## src/rtl/card_game_pkg.sv

```systemverilog
// card_game_pkg
// Shared constants for the 21 card game card source and HEX display helpers.
// Seven-segment patterns are active-low, bit[6:0] = g,f,e,d,c,b,a.
package card_game_pkg;

    localparam logic [6:0] SEG_0     = 7'b1000000;
    localparam logic [6:0] SEG_1     = 7'b1111001;
    localparam logic [6:0] SEG_2     = 7'b0100100;
    localparam logic [6:0] SEG_3     = 7'b0110000;
    localparam logic [6:0] SEG_4     = 7'b0011001;
    localparam logic [6:0] SEG_5     = 7'b0010010;
    localparam logic [6:0] SEG_6     = 7'b0000010;
    localparam logic [6:0] SEG_7     = 7'b1111000;
    localparam logic [6:0] SEG_8     = 7'b0000000;
    localparam logic [6:0] SEG_9     = 7'b0010000;
    localparam logic [6:0] SEG_A     = 7'b0001000;
    localparam logic [6:0] SEG_B     = 7'b0000011;
    localparam logic [6:0] SEG_C     = 7'b1000110;
    localparam logic [6:0] SEG_D     = 7'b0100001;
    localparam logic [6:0] SEG_E     = 7'b0000110;
    localparam logic [6:0] SEG_F     = 7'b0001110;
    // All segments off; reserved for a future blanking mode.
    localparam logic [6:0] SEG_BLANK = 7'h7F;

    localparam logic [3:0] CARD_MIN_DEF = 4'd1;
    localparam logic [3:0] CARD_MAX_DEF = 4'd13;

endpackage

```

## src/rtl/card_draw_hex_seg7.sv

```systemverilog
// seg7_decoder
// Combinational hex nibble to active-low 7-segment pattern.
// Ports:
//   digit_i  in   4  nibble to display (0..F)
//   seg_o    out  7  pattern, bit[6:0] = g,f,e,d,c,b,a, active-low
module seg7_decoder
    import card_game_pkg::*;
(
    input  logic [3:0] digit_i,
    output logic [6:0] seg_o
);

    always_comb begin
        seg_o = SEG_BLANK;
        case (digit_i)
            4'h0: seg_o = SEG_0;
            4'h1: seg_o = SEG_1;
            4'h2: seg_o = SEG_2;
            4'h3: seg_o = SEG_3;
            4'h4: seg_o = SEG_4;
            4'h5: seg_o = SEG_5;
            4'h6: seg_o = SEG_6;
            4'h7: seg_o = SEG_7;
            4'h8: seg_o = SEG_8;
            4'h9: seg_o = SEG_9;
            4'hA: seg_o = SEG_A;
            4'hB: seg_o = SEG_B;
            4'hC: seg_o = SEG_C;
            4'hD: seg_o = SEG_D;
            4'hE: seg_o = SEG_E;
            4'hF: seg_o = SEG_F;
            default: seg_o = SEG_BLANK;
        endcase
    end

endmodule

```

## src/rtl/card_draw_hex.sv

```systemverilog
// card_draw_hex
// Card source and HEX display helpers for the 21 card game. A free-running
// counter cycles CARD_MIN..CARD_MAX while draw is low and freezes while draw
// is high; each rising edge of draw latches the counter into card.
// Ports:
//   clock      in   1        system clock
//   reset      in   1        synchronous, active-high reset
//   draw       in   1        draw request level
//   card       out  4        latched card value, 0 = nothing drawn yet
//   dec_value  in   VALUE_W  unsigned value for the decimal display
//   hex_tens   out  7        7-seg pattern of the tens digit of dec_value
//   hex_ones   out  7        7-seg pattern of the ones digit of dec_value
//   code_in    in   4        raw hex nibble (turn/outcome codes)
//   hex_code   out  7        7-seg pattern of code_in
module card_draw_hex
    import card_game_pkg::*;
#(
    parameter logic [3:0] CARD_MIN = CARD_MIN_DEF,
    parameter logic [3:0] CARD_MAX = CARD_MAX_DEF,
    parameter int         VALUE_W  = 6
) (
    input  logic               clock,
    input  logic               reset,
    input  logic               draw,
    output logic [3:0]         card,
    input  logic [VALUE_W-1:0] dec_value,
    output logic [6:0]         hex_tens,
    output logic [6:0]         hex_ones,
    input  logic [3:0]         code_in,
    output logic [6:0]         hex_code
);

    logic [3:0] cnt_q, cnt_d;
    logic [3:0] card_q, card_d;
    logic       draw_prev_q;
    logic       draw_rise;

    assign draw_rise = draw & ~draw_prev_q;

    always_comb begin
        cnt_d  = cnt_q;
        card_d = card_q;
        // >= rather than == so an out-of-range value can only recover.
        if (!draw) begin
            cnt_d = (cnt_q >= CARD_MAX) ? CARD_MIN : cnt_q + 4'd1;
        end
        if (draw_rise) begin
            card_d = cnt_q;
        end
    end

    always_ff @(posedge clock) begin
        if (reset) begin
            cnt_q       <= CARD_MIN;
            card_q      <= 4'd0;
            draw_prev_q <= 1'b0;
        end else begin
            cnt_q       <= cnt_d;
            card_q      <= card_d;
            draw_prev_q <= draw;
        end
    end

    assign card = card_q;

    // Divide/mod by 10 as a compare chain; cheap for the small score range.
    // Assumes dec_value stays below 100 so the tens digit fits one display.
    localparam int MAX_TENS = ((2 ** VALUE_W) - 1) / 10;

    logic [3:0] tens_digit;
    logic [3:0] ones_digit;

    always_comb begin
        tens_digit = 4'd0;
        ones_digit = 4'(32'(dec_value));
        for (int t = 1; t <= MAX_TENS; t++) begin
            if (32'(dec_value) >= t * 10) begin
                tens_digit = 4'(t);
                ones_digit = 4'(32'(dec_value) - t * 10);
            end
        end
    end

    seg7_decoder u_seg_tens (
        .digit_i (tens_digit),
        .seg_o   (hex_tens)
    );

    seg7_decoder u_seg_ones (
        .digit_i (ones_digit),
        .seg_o   (hex_ones)
    );

    seg7_decoder u_seg_code (
        .digit_i (code_in),
        .seg_o   (hex_code)
    );

endmodule

```

## config.mk

```make
export PLATFORM = sky130hd
export DESIGN_NAME = card_draw_hex
export DESIGN_NICKNAME = d
export VERILOG_FILES = /design/src/rtl/card_game_pkg.sv /design/src/rtl/card_draw_hex_seg7.sv /design/src/rtl/card_draw_hex.sv
export SDC_FILE = /design/constraint.sdc
export NUM_CORES = 1
export LEC_CHECK = 0
export CAP_MARGIN = 30
export CORE_ASPECT_RATIO = 1.1
export CORE_UTILIZATION = 45
export CTS_CLUSTER_SIZE = 10
export DETAILED_ROUTE_END_ITERATION = 10
export MAX_ROUTING_LAYER = met4
export PLACE_DENSITY = 0.77
export SLEW_MARGIN = 20
export SYNTH_ARGS = -nofsm -noshare
export SYNTH_HDL_FRONTEND = slang
export SYNTH_SLANG_ARGS = --single-unit
```

## constraint.sdc

```tcl
create_clock -name clock -period 3.2 [get_ports clock]
set_input_delay 0.64 -clock clock [delete_from_list [all_inputs] [get_ports clock]]
set_output_delay 0.64 -clock clock [all_outputs]
set_load 0.02 [all_outputs]
```

After elaboration in Yosys (flattened, before gate mapping). Memories as Yosys holds them, arrays and structs flattened. Index checks and enable logic that the tools add are counted.

Multiplexer cells: 13. Magnitude comparators: 7. Bitwise operators: 2. Add/subtract/negate cells: 7.

Operator list (count): $mux W4 (12); $ge A6 B6 Y1 const B (3); $sub A4 B4 Y4 const B (4); $ge A6 B5 Y1 const B (2); $ge A6 B4 Y1 const B (1); $add A4 B1 Y4 const B (1); $ge A4 B4 Y1 const B (1); $sub A4 B2 Y4 const B (1); $sub A4 B3 Y4 const B (1); $and A1 B1 Y1 (1); $mux W1 (1); $not A1 Y1 (1).

Input bits: 13. Flip-flop bits (word level): 9. Memories: 3. Memory bits (read-only): 336. Word-level logic and storage cells: 35.

Memories: (no name shown) (depth 16, bits a word 7, rd ports 1, clocked after memory_dff 0, write ports 0, line card_draw_hex_seg7.sv:15) `case (digit_i)`; (no name shown) (depth 16, bits a word 7, rd ports 1, clocked after memory_dff 0, write ports 0, line card_draw_hex_seg7.sv:15); (no name shown) (depth 16, bits a word 7, rd ports 1, clocked after memory_dff 0, write ports 0, line card_draw_hex_seg7.sv:15).

Depth between registers and ports, before layout. An unclocked memory read counts as a cell.

Word-level depth: 8. Gate-level depth with buffers: 12. Gate-level depth less buffers: 11.

By module. From an unflattened synthesis, not the netlist that was laid out.

Cells, all modules: 198. Area, all modules: 1670.4 µm².

By module, submodules not included: card_draw_hex (area each 844.6 µm², instances 1, cells each 102); seg7_decoder (area each 275.3 µm², instances 3, cells each 32).

Worst setup path after synthesis. No wires, ideal clock.

Kind: input to output. Start: in dec_value[1]. End: out hex_ones[5]. Path buffers: 0. Arrival: 2.814 ns. Slack: -0.254 ns. Stages: 11. Required time: 2.560 ns. Path through: inv_1 > ha_1 > and4bb_2 > nor4_2 > o2bb2ai_2 > xnor2_4 > inv_1 > ha_1 > a31oi_1 > a211oi_1 > a311o_1.

Cells in the longest elaborated chain, start to end: 8.

Ends and longest elaborated chain: start, declared (line card_draw_hex.sv:26) `input logic [VALUE_W-1:0] dec_value,`; $ge A6 B4 Y1 or $sub A4 B4 Y4 (tied branches) (line card_draw_hex.sv:77, card_draw_hex.sv:79); $mux W4 (5 in a row) (line card_draw_hex.sv:77) `if (32'(dec_value) >= t * 10) begin`; $mux W4 (*) (line card_draw_hex.sv:77); $mem_v2 Z16 W7 (*); end, declared (line card_draw_hex.sv:28) `output logic [6:0] hex_ones,`.

Every way passes the cells marked *; elsewhere a longest branch is shown, timed or not.

Worst setup path in the final report.
Start: in dec_value[2]. End: out hex_ones[2].

The elaborated chain is that of the path after synthesis.

==> impl_metrics.xml <==
<?xml version="1.0" encoding="UTF-8"?>
<metrics>
  <group name="clocking">
    <metric name="cts-buffers-inserted" unit="">3</metric>
    <metric name="tritoncts" unit="">done</metric>
    <metric name="cts.path.max_buffers" unit="">2</metric>
    <metric name="clk_transition_reported_paths" unit="ns">0.06</metric>
    <metric name="cts.root.buffer_cell" unit="">clkbuf_4</metric>
    <metric name="cts_hold_buffers" unit="">0</metric>
    <metric name="clock_tree.htree_level_count" unit="">1</metric>
    <metric name="cts_sinks" unit="">9</metric>
    <metric name="clkLatencyLatePin" unit="ns">0.27</metric>
  </group>
  <group name="routing">
    <metric name="antenna_violating_nets_post_route" unit="">0</metric>
    <metric name="wire_per_inst" unit="µm">17.1</metric>
    <metric name="post_drt_via_cell_ratio" unit="">5.72</metric>
    <metric name="remaining_drc_errors" unit="">1</metric>
    <metric name="vias" unit="">1843</metric>
    <metric name="first_iter_violations" unit="">131</metric>
    <metric name="drt-total-wl" unit="µm">5510</metric>
    <metric name="detail_route.first_pass.iterations" unit="">7</metric>
  </group>
  <group name="timing">
    <metric name="hold_viol" unit="">0</metric>
    <metric name="timing.final.crit_share" unit="">1.12</metric>
    <metric name="worst_slew_pin_slew" unit="ns">0.423</metric>
    <metric name="final.setup_skew" unit="ns">0.00386</metric>
    <metric name="hold_slack" unit="ns">0.499</metric>
    <metric name="final_period_minus_worst_setup_slack" unit="ns">3.58</metric>
    <metric name="grt_setup_unrepaired" unit="">true</metric>
    <metric name="setup_viol_count_final" unit="">8</metric>
    <metric name="fin_setup_tns" unit="ns">-1.51</metric>
    <metric name="layout_setup_ws" unit="ns">-0.375</metric>
    <metric name="clock.fmax" unit="GHz">0.280</metric>
    <metric name="final_max_slew_viol_count" unit="">0</metric>
    <metric name="max-slew-margin-rel" unit="">0.718</metric>
  </group>
  <group name="critical_path">
    <metric name="r2r.worst_path.cells" unit="">5</metric>
    <metric name="kind_of_end_point_of_the_critical_path" unit="">primary output</metric>
    <metric name="setup.worst_path.start_class" unit="">input port</metric>
    <metric name="worstReg2RegStart" unit="">cnt_q[1]</metric>
    <metric name="cp_top_family" unit="">simple AND/OR/NAND/NOR gates</metric>
    <metric name="critPathMaxFanout" unit="">5</metric>
    <metric name="cp_data_arrival_time" unit="ns">2.94</metric>
    <metric name="r2r-end" unit="">cnt_q[0]</metric>
    <metric name="cell_breakdown_of_the_critical_path" unit="">buf_8, buf_6, ha_4, and4bb_4, nor4_4, o2bb2ai_4, xnor2_4, inv_2, buf_4, ha_2, inv_1, nor3_1, a31o_2, buf_6</metric>
    <metric name="setup.reg_to_reg.worst_slack" unit="ns">1.84</metric>
    <metric name="cp_common_cell" unit="">buf_6</metric>
    <metric name="required" unit="ns">2.56</metric>
    <metric name="criticalPathCategory" unit="">in2out</metric>
    <metric name="cp_num_buf_inv" unit="">6</metric>
    <metric name="critPathMaxStageDelay" unit="ns">0.34</metric>
    <metric name="slowest_stage" unit="">nor4_4</metric>
  </group>
  <group name="global_route">
    <metric name="via_count_of_the_first_global_routing_pass" unit="">1837</metric>
    <metric name="grt_first_pass_wirelength" unit="µm">8150</metric>
    <metric name="total_routing_usage_gr" unit="">0.287</metric>
    <metric name="antenna_found_initial" unit="">0</metric>
    <metric name="global_route.overflow_total" unit="">0</metric>
    <metric name="maximum_number_of_pins_on_one_net_before_global_route_repair" unit="">11</metric>
  </group>
  <group name="min_path">
    <metric name="hold_path_depth" unit="">2</metric>
    <metric name="min-delay-path-class" unit="">reg2reg</metric>
    <metric name="hold-path-endpoint" unit="">card[0]</metric>
    <metric name="startpoint_of_the_worst_hold_path" unit="">card[0]</metric>
  </group>
  <group name="logic_synthesis">
    <metric name="ys_ff_latch" unit="">9</metric>
    <metric name="ys_types" unit="">54</metric>
    <metric name="synthesis.yosys.warnings" unit="">0</metric>
    <metric name="synthesis.instances" unit="">192</metric>
    <metric name="ys_seq_area_frac" unit="">0.117</metric>
    <metric name="synth_fp_nets" unit="">230</metric>
    <metric name="synth_area_per_cell" unit="µm²">8.00</metric>
    <metric name="netlist_area" unit="µm²">1540</metric>
  </group>
  <group name="layout">
    <metric name="multiInputGateArea" unit="µm²">1630</metric>
    <metric name="layoutNonFillerInstCount" unit="">322</metric>
    <metric name="commonest_cells_after_routing_fill_and_taps_aside" unit="">buf_4 (55), buf_6 (21), nor2_1 (18), ha_1 (16), clkdlybuf4s50_1 (14)</metric>
    <metric name="insertedDiodeCount" unit="">0</metric>
    <metric name="register_area" unit="µm²">180</metric>
    <metric name="design.final.nets" unit="">327</metric>
    <metric name="drive_gt1_frac" unit="">0.503</metric>
    <metric name="fillCellCount" unit="">144</metric>
    <metric name="mostFrequentLayoutCell" unit="">buf_4</metric>
    <metric name="area_growth" unit="%">84.4</metric>
  </group>
  <group name="die">
    <metric name="floorplan.die.width" unit="µm">57.7</metric>
    <metric name="io-pin-count" unit="">38</metric>
    <metric name="die_height" unit="µm">63.3</metric>
    <metric name="core-area" unit="µm²">3150</metric>
    <metric name="design.die.area" unit="µm²">3650</metric>
    <metric name="floorplan.rows" unit="">21</metric>
    <metric name="floorplan.initialDensity" unit="">0.487</metric>
  </group>
  <group name="place">
    <metric name="placed_cells" unit="">295</metric>
    <metric name="final_weighted_congestion_in_routability_driven_placement" unit="">0.893</metric>
    <metric name="port_buffers" unit="">37</metric>
    <metric name="detailedPlace.worstSlack" unit="ns">-1.16</metric>
    <metric name="post-dp-hpwl" unit="µm">3520</metric>
  </group>
  <group name="status">
    <metric name="run_status" unit="">complete, but fails checks</metric>
    <metric name="violations" unit="">DRC, setup timing</metric>
  </group>
  <group name="power_and_ir_drop">
    <metric name="report.power.total" unit="mW">0.812</metric>
    <metric name="leakage" unit="nW">1.27</metric>
    <metric name="cellPowerDensity" unit="nW/µm²">287</metric>
    <metric name="ir_drop" unit="mV">0.206</metric>
  </group>
  <group name="flow_run">
    <metric name="max_cap_violations" unit="">0</metric>
  </group>
</metrics>
cells in the mapped netlist (all sizes together):
| library cell | n | area share |
|---|---|---|
| ha | 25 | 0.20 |
| nor2 | 19 | 0.046 |
| inv | 17 | 0.042 |
| nand2 | 15 | 0.037 |
| o21ai | 13 | 0.042 |
| mux2i | 12 | 0.078 |
| dfxtp | 9 | 0.12 |
| buf | 8 | 0.038 |
| nand3 | 8 | 0.029 |
| a21oi | 6 | 0.020 |
| nand2b | 5 | 0.020 |
| o211ai | 4 | 0.020 |
| xnor2 | 4 | 0.035 |
| a211oi | 3 | 0.015 |
| nor2b | 3 | 0.012 |
| xor2 | 3 | 0.017 |
| a2111oi | 2 | 0.024 |
| a211o | 2 | 0.011 |
| a21o | 2 | 0.0098 |
| a31oi | 2 | 0.0081 |
| and3 | 2 | 0.011 |
| clkbuf | 2 | 0.0049 |
| nand4b | 2 | 0.011 |
| nor3 | 2 | 0.0065 |
| o2bb2ai | 2 | 0.015 |
| a221o | 1 | 0.0065 |
| a22oi | 1 | 0.0049 |
| a2bb2oi | 1 | 0.0057 |
| a311o | 1 | 0.0065 |
| a31o | 1 | 0.0057 |
| and2 | 1 | 0.0041 |
| and4bb | 1 | 0.0081 |
| mux4 | 1 | 0.015 |
| nand4bb | 1 | 0.0073 |
| nor3b | 1 | 0.0049 |
| nor4 | 1 | 0.0081 |
| o2111ai | 1 | 0.0057 |
| o21bai | 1 | 0.0049 |
| o221ai | 1 | 0.0098 |
| o22ai | 1 | 0.0041 |
| o31ai | 1 | 0.0049 |
| o32ai | 1 | 0.0057 |
| or2 | 1 | 0.0041 |
| or3 | 1 | 0.0041 |
| or4 | 1 | 0.0049 |
cells by family after synthesis:
| group | after synthesis | share of synthesized area |
|---|---|---|
| flops | 9 | 0.117 |
| buf+inv | 27 | 0.0848 |
| compound gates | 47 | 0.229 |
| xor+xnor | 7 | 0.0522 |
| mux | 13 | 0.0929 |
| simple gates | 64 | 0.220 |
| fa+ha+maj | 25 | 0.204 |
flip-flops by register name, indices dropped and copies added (netlist names):
signal,flops
draw_prev_q,1
card,4
cnt_q,4
where the power goes:
part           total [mW]  switching (mW)  internal, mW
registers           0.125         0.00681         0.118
clock network      0.0925          0.0442        0.0483
logic               0.594           0.296         0.298
total               0.812           0.347         0.465
worst min-delay path, delay by kind of cell, from the launching register on:
kind | cells | cell delay, ns
muxes | 1 | 0.07
and+or+nand+nor | 1 | 0.07
DFF | 1 | 0.33
per-stage QoR:
step | utilization | instance area [µm²]
6_report | 0.898 | 2830
3_3_place_gp | 0.730 | 2300
4_1_cts | 0.817 | 2580
2_1_floorplan | - | 1640
3_5_place_dp | 0.730 | 2300
5_1_grt | 0.898 | 2830
layout make-up:
| class | count | share of cell area |
|---|---|---|
| Clock buffer | 4 | 0.00928 |
| Multi-Input combinational cell | 156 | 0.574 |
| Timing Repair Buffer | 102 | 0.312 |
| Tap cell | 34 | 0.0150 |
| Sequential cell | 9 | 0.0637 |
| Inverter | 17 | 0.0261 |
layer usage:
layer | up-vias | GRT usage | part of all wire
li1 | 872 | - | -
met1 | 884 | 0.292 | 0.38
met2 | 70 | 0.542 | 0.55
met3 | 17 | 0.0205 | 0.034
met4 | 0 | 0.137 | 0.033
met5 | - | - | 0
repair_timing:
| action | 4_1_cts | 5_1_grt |
|---|---|---|
| gates resized for setup | 124 | 46 |
| endpoints found under the setup margin | 15 | 14 |
| hold endpoints to repair | 0 | 0 |
| pin swaps | 18 | 25 |
| buffers inserted | 17 | 8 |
worst max path at each step:
| stage | end | slack, ns | cells after the start | from |
|---|---|---|---|---|
| 2_1_floorplan | hex_ones[5] | -0.11 | 11 | dec_value[1] |
| 3_3_place_gp | hex_ones[3] | -1.14 | 12 | dec_value[2] |
| 3_5_place_dp | hex_ones[0] | -1.16 | 10 | dec_value[2] |
| 4_1_cts | hex_ones[0] | -0.28 | 10 | dec_value[2] |
| 5_1_grt | hex_ones[2] | -0.44 | 15 | dec_value[2] |
| 6_report | hex_ones[2] | -0.38 | 14 | dec_value[2] |
No activity file was read; power rests on OpenSTA's default activity.
